===== src/rtl/multdiv_pkg.sv =====
// Shared types and constants for the iterative signed multiply/divide unit.
// The helper returns the unsigned magnitude of a two's complement word.
package multdiv_pkg;

    localparam int WIDTH = 32;
    localparam int ITER_COUNT = 32;
    localparam int CNT_W = 6;
    localparam logic [31:0] OVF_CONST = 32'h8000_0000;

    typedef enum logic [1:0] {
        ST_IDLE,
        ST_RUN,
        ST_FIN,
        ST_RDY
    } state_t;

    typedef enum logic {
        OP_MULT,
        OP_DIV
    } op_t;

    // 0x80000000 maps to itself, which is the correct unsigned magnitude 2^31.
    function automatic logic [31:0] magnitude(input logic [31:0] v);
        return v[31] ? (~v + 32'd1) : v;
    endfunction

endpackage


===== src/rtl/multdiv_addsub.sv =====
// Shared add/subtract used by both the Booth and the restoring-division steps.
// Subtraction is done as a + ~b + 1 so a single adder serves both.
module multdiv_addsub #(
    parameter int W = 33
) (
    input  logic [W-1:0] a,
    input  logic [W-1:0] b,
    input  logic         sub,
    output logic [W-1:0] sum
);

    logic [W-1:0] b_eff;

    for (genvar gi = 0; gi < W; gi++) begin : g_inv
        assign b_eff[gi] = b[gi] ^ sub;
    end

    assign sum = a + b_eff + {{(W-1){1'b0}}, sub};

endmodule


===== src/rtl/multdiv.sv =====
// Iterative signed 32-bit multiply (radix-2 Booth) and divide (restoring),
// with a fixed 33-edge latency from start acceptance to the result-ready pulse.
module multdiv #(
    parameter int WIDTH = multdiv_pkg::WIDTH
) (
    input  logic             clock,
    input  logic             ctrl_reset,
    input  logic             ctrl_MULT,
    input  logic             ctrl_DIV,
    input  logic [WIDTH-1:0] data_operandA,
    input  logic [WIDTH-1:0] data_operandB,
    output logic [WIDTH-1:0] data_result,
    output logic             data_exception,
    output logic             data_resultRDY,
    output logic             data_busy
);

    import multdiv_pkg::*;

    localparam logic [CNT_W-1:0] LAST_ITER = CNT_W'(ITER_COUNT - 1);

    state_t           state_reg, state_next;
    logic [CNT_W-1:0] cnt_reg;
    op_t              op_reg;
    logic [WIDTH-1:0] hi_reg, lo_reg, m_reg;
    logic             qm1_reg;
    logic             neg_reg, zero_div_reg, ovf_div_reg;
    logic [WIDTH-1:0] result_reg;
    logic             exc_reg;

    logic             accept;
    logic [WIDTH:0]   as_a, as_b, as_sum, booth_acc;
    logic             as_sub;
    logic [1:0]       booth_sel;
    logic [WIDTH-1:0] hi_next, lo_next;
    logic             qm1_next;
    logic [WIDTH-1:0] fin_result;
    logic             fin_exc;
    logic             product_fits;

    assign accept = (ctrl_MULT | ctrl_DIV) &&
                    (state_reg == ST_IDLE || state_reg == ST_RDY);

    always_ff @(posedge clock) begin
        if (ctrl_reset) state_reg <= ST_IDLE;
        else            state_reg <= state_next;
    end

    always_comb begin
        state_next = state_reg;
        case (state_reg)
            ST_IDLE: if (accept) state_next = ST_RUN;
            ST_RUN:  if (cnt_reg == LAST_ITER) state_next = ST_FIN;
            ST_FIN:  state_next = ST_RDY;
            ST_RDY:  state_next = accept ? ST_RUN : ST_IDLE;
            default: state_next = ST_IDLE;
        endcase
    end

    always_comb begin
        data_busy      = 1'b0;
        data_resultRDY = 1'b0;
        case (state_reg)
            ST_RUN, ST_FIN: data_busy = 1'b1;
            ST_RDY:         data_resultRDY = 1'b1;
            default: ;
        endcase
    end

    multdiv_addsub #(.W(WIDTH + 1)) u_addsub (
        .a   (as_a),
        .b   (as_b),
        .sub (as_sub),
        .sum (as_sum)
    );

    // Booth works on sign-extended hi; division shifts the next dividend bit into the remainder.
    assign booth_sel = {lo_reg[0], qm1_reg};

    always_comb begin
        as_a      = {hi_reg[WIDTH-1], hi_reg};
        as_b      = {m_reg[WIDTH-1], m_reg};
        as_sub    = (booth_sel == 2'b10);
        booth_acc = as_sum;
        hi_next   = hi_reg;
        lo_next   = lo_reg;
        qm1_next  = qm1_reg;
        if (op_reg == OP_MULT) begin
            if (booth_sel[1] == booth_sel[0]) booth_acc = as_a;
            hi_next  = booth_acc[WIDTH:1];
            lo_next  = {booth_acc[0], lo_reg[WIDTH-1:1]};
            qm1_next = lo_reg[0];
        end else begin
            as_a   = {hi_reg, lo_reg[WIDTH-1]};
            as_b   = {1'b0, m_reg};
            as_sub = 1'b1;
            // The trial difference always lies within 33-bit signed range, so its sign decides.
            if (!as_sum[WIDTH]) begin
                hi_next = as_sum[WIDTH-1:0];
                lo_next = {lo_reg[WIDTH-2:0], 1'b1};
            end else begin
                hi_next = as_a[WIDTH-1:0];
                lo_next = {lo_reg[WIDTH-2:0], 1'b0};
            end
        end
    end

    assign product_fits = (&{hi_reg, lo_reg[WIDTH-1]}) | ~(|{hi_reg, lo_reg[WIDTH-1]});

    always_comb begin
        fin_result = lo_reg;
        fin_exc    = ~product_fits;
        if (op_reg == OP_DIV) begin
            if (zero_div_reg) begin
                fin_result = '0;
                fin_exc    = 1'b1;
            end else begin
                fin_result = neg_reg ? (~lo_reg + 1'b1) : lo_reg;
                fin_exc    = ovf_div_reg;
            end
        end
    end

    always_ff @(posedge clock) begin
        if (ctrl_reset) begin
            cnt_reg      <= '0;
            op_reg       <= OP_MULT;
            hi_reg       <= '0;
            lo_reg       <= '0;
            m_reg        <= '0;
            qm1_reg      <= 1'b0;
            neg_reg      <= 1'b0;
            zero_div_reg <= 1'b0;
            ovf_div_reg  <= 1'b0;
            result_reg   <= '0;
            exc_reg      <= 1'b0;
        end else begin
            if (accept) begin
                cnt_reg      <= '0;
                op_reg       <= ctrl_MULT ? OP_MULT : OP_DIV;
                hi_reg       <= '0;
                qm1_reg      <= 1'b0;
                lo_reg       <= ctrl_MULT ? data_operandA : magnitude(data_operandA);
                m_reg        <= ctrl_MULT ? data_operandB : magnitude(data_operandB);
                neg_reg      <= data_operandA[WIDTH-1] ^ data_operandB[WIDTH-1];
                zero_div_reg <= (data_operandB == '0);
                ovf_div_reg  <= (data_operandA == OVF_CONST) && (&data_operandB);
            end else if (state_reg == ST_RUN) begin
                cnt_reg <= cnt_reg + CNT_W'(1);
                hi_reg  <= hi_next;
                lo_reg  <= lo_next;
                qm1_reg <= qm1_next;
            end
            if (state_reg == ST_FIN) begin
                result_reg <= fin_result;
                exc_reg    <= fin_exc;
            end
        end
    end

    assign data_result    = result_reg;
    assign data_exception = exc_reg;

endmodule


===== config.mk =====
export PLATFORM = sky130hd
export DESIGN_NAME = multdiv
export DESIGN_NICKNAME = d
export VERILOG_FILES = /design/src/rtl/multdiv_pkg.sv /design/src/rtl/multdiv_addsub.sv /design/src/rtl/multdiv.sv
export SDC_FILE = /design/constraint.sdc
export NUM_CORES = 1
export LEC_CHECK = 0
export ABC_AREA = 1
export CAP_MARGIN = 40
export CORE_ASPECT_RATIO = 0.5
export CORE_UTILIZATION = 42
export DETAILED_ROUTE_END_ITERATION = 8
export GPL_TIMING_DRIVEN = 0
export PLACE_DENSITY_LB_ADDON = 0.2
export SYNTH_ARGS = -nofsm -noshare
export SYNTH_HDL_FRONTEND = slang
export SYNTH_SLANG_ARGS = --single-unit

===== constraint.sdc =====
create_clock -name clock -period 7.1 [get_ports clock]
set_clock_uncertainty 0.2 [all_clocks]
set_input_delay 1.065 -clock clock [delete_from_list [all_inputs] [get_ports clock]]
set_output_delay 1.065 -clock clock [all_outputs]
set_load 0.01 [all_outputs]

==> flow_summary.json <==
{
  "crit_chain": "buf_6 -> inv_4 -> clkbuf_1 -> clkbuf_1 -> nand2_1 -> nand2_1 -> ha_1 -> nand2_1 -> inv_1 -> a21oi_1 -> nand2_1 -> a21oi_2 -> nand3_1 -> nand2_4 -> buf_6 -> nand3_1 -> nand2_1 -> a21oi_2",
  "die-area_um2": 29400,
  "layout-drive-gt1-share": 0.0476,
  "synthTopCellsByCount": "nand2_1 (527), inv_1 (245), o21ai_0 (221), a21oi_1 (182), nor2_1 (161)",
  "yosys.area.top_type": "dfxtp_1",
  "clock-root-buffer": "clkbuf_16",
  "hold_slack_ps": 262,
  "htreeDepth": 4,
  "setup_viol_count_final": 0,
  "syn_inst": 2014,
  "cts.sinks": 142,
  "dieHeight_um": 122,
  "fin_tns_setup_ps": 0,
  "cp_data_required_time_ps": 7250,
  "finalCritPeriodShare": 0.609,
  "leakagePower_nw": 6.29,
  "fin_cells": 2527,
  "place.gp.congestion": 1.00,
  "status": "complete, no violations",
  "ys.flop_type": "dfxtp_1",
  "totalWireLength_um": 43500,
  "critical_path.top_delay_family": "buffers and inverters",
  "syn_area_um2": 12000,
  "track_usage": 0.298,
  "dr_total_vias": 13900,
  "power.switching_w": 0.00316,
  "criticalPathCategory": "flop to flop",
  "place_ws_ps": 2940,
  "arrival_ps": 4480,
  "antenna_cells": 0,
  "cts_tree": "built",
  "netSwitchingFraction": 0.530,
  "use_met2": 0.460,
  "place_inst": 2497,
  "synth_most_common_cell": "nand2_1",
  "synth_nets": 2124,
  "ctsResizeCount": 0,
  "grt.overflow.total": 0,
  "worst_slack_ps": 2780,
  "p_comb_frac": 0.628,
  "die_w_um": 241,
  "nFillCells": 2953,
  "core_area_um2": 27900,
  "seqPwrFrac": 0.208,
  "crit_fanout": 10,
  "ant_nets": 0,
  "drtPass1Iterations": 8,
  "synth-seq-cells": 142,
  "gr-max-usage-layer": "met2",
  "synth_cell_types": 57,
  "hold_viol": 0,
  "clock_path_buffers": 2,
  "critPathLaunchType": "flop",
  "gr-usage-met3": 0.0576,
  "ys_seq_area_frac": 0.236,
  "synth_area_leaders": "dfxtp_1 (24%), nand2_1 (16%), o21ai_0 (9.2%), inv_1 (7.6%), a21oi_1 (7.6%)",
  "routed_via_density": 5.50,
  "worst_pin_slew_ps": 874,
  "path_buf_inv": 6,
  "post_cts_buffers": 0,
  "pwr-share-clk": 0.164,
  "drc": 0,
  "rsz0062_at_grt": "false",
  "synthToLayoutAreaGrowth_pct": 17.5,
  "critPathSlowestCell": "clkbuf_1",
  "critPathMaxStageDelay_ps": 600,
  "path_common_cell": "nand2_1",
  "finalCriticalPeriod_ps": 4320,
  "power_w": 0.00596,
  "max_slew_margin": 0.415,
  "first_iter_violations": 1477,
  "vdd_drop_max_mv": 0.235,
  "synth-edff-count": 0,
  "cap_viol_max_count": 0,
  "p_int_w": 0.00280,
  "nets": 2244,
  "clock.fmax_mhz": 231,
  "path_clk_slew_ps": 70,
  "powerDensity_nw_per_um2": 422,
  "hp-class": "flop to flop",
  "gr-usage-met1": 0.410,
  "cts_hold_buf": 0,
  "netlist.area_leader.share": 0.236,
  "slew_viol_final": 0,
  "dp_hpwl_um": 34400,
  "grt_pass1_vias": 12200,
  "clk_latency_ps": 460,
  "rows": 43,
  "grt_max_degree": 17,
  "synth_warnings": 0,
  "async_flop_share": 0,
  "ios": 103,
  "initial_core_util": 0.431,
  "end_kind": "flop",
  "wl_per_cell_um": 17.2,
  "io_buffer_count": 101,
  "grt_first_pass_wirelength_um": 67100,
  "antenna_found_initial": 0,
  "cts_buffers": 17,
  "syn_avg_cell_area_um2": 5.98
}
## per-stage QoR
step                      cell area [µm²]  utilization
after floorplan                     12000            -
after global placement              13500        0.484
after detailed placement            13500        0.484
after CTS                           14100        0.506
after global routing                14100        0.506
final                               14100        0.506
## worst min-delay path, stage by stage (launching register included)
cell and delay (ps):
dfxtp_1 310, nand2_1 60, a21oi_1 50
## cell families after synthesis
family                   count (synthesis)  share of synthesized area
AND/OR/NAND/NOR                        928                      0.333
AO/OA/AOI/OAI                          487                      0.218
buffers and inverters                  334                      0.109
flip-flops                             142                      0.236
XOR/XNOR                                81                     0.0596
adder cells (fa/ha/maj)                 42                     0.0443
## layer usage
layer | wire length [µm] | vias up | share of wire
met5 | 45 | - | 0.0010
met4 | 1100 | 2 | 0.025
met3 | 4020 | 68 | 0.092
met2 | 18700 | 614 | 0.43
met1 | 19600 | 6344 | 0.45
li1 | - | 6876 | -
## power by group through the flow
stage          Clock, W  Sequential [W]  Combinational, W
2_1_floorplan         0         0.00120           0.00254
3_3_place_gp          0         0.00124           0.00363
3_5_place_dp          0         0.00124           0.00365
4_1_cts        0.000981         0.00123           0.00367
5_1_grt         0.00102         0.00126           0.00411
6_report       0.000976         0.00124           0.00374
## final cells by class
cell class / count / area (µm²) / area share
plain buffers: 80 / 360 / 0.0255
inverters: 254 / 956 / 0.0676
well taps: 382 / 478 / 0.0338
flip-flops and latches: 142 / 2840 / 0.201
multi-input cells: 1538 / 7880 / 0.557
clock buffers: 17 / 425 / 0.0301
clock inverters: 13 / 189 / 0.0134
repair buffers: 101 / 1010 / 0.0715
## final timing paths
path / slack (ps) / end / cells past startpoint / from
setup / recovery: 2780 / hi_reg[31] / 18 / op_reg
hold / removal: 260 / data_result[17] / 2 / data_result[17]
setup reg to reg: 2780 / hi_reg[31] / 18 / op_reg
hold reg to reg: 260 / data_result[17] / 2 / data_result[17]
## layout by cell type, fill, tap and decap left out, types with 5 or more instances in the layout
master,synthesis,layout
o32ai_1,5,5
o22ai_1,16,16
clkbuf_16,0,17
nor2_1,161,161
nor2_2,9,9
nand2_2,10,10
dfxtp_1,142,142
clkdlybuf4s50_1,0,101
or2_2,8,8
a31oi_1,10,10
a21oi_1,182,182
clkbuf_1,62,62
nand3_1,106,106
buf_2,6,6
o21ai_1,14,14
a221oi_1,10,10
nor3_1,33,33
ha_1,41,41
nor4_1,12,12
inv_2,6,6
a21oi_2,7,7
nand4_1,29,29
o21ai_0,221,221
buf_6,7,7
nand3b_1,12,12
buf_1,5,5
nand2_1,527,527
xor2_1,62,62
xnor2_1,18,18
inv_1,245,245
(Power assumes the default switching activity.)
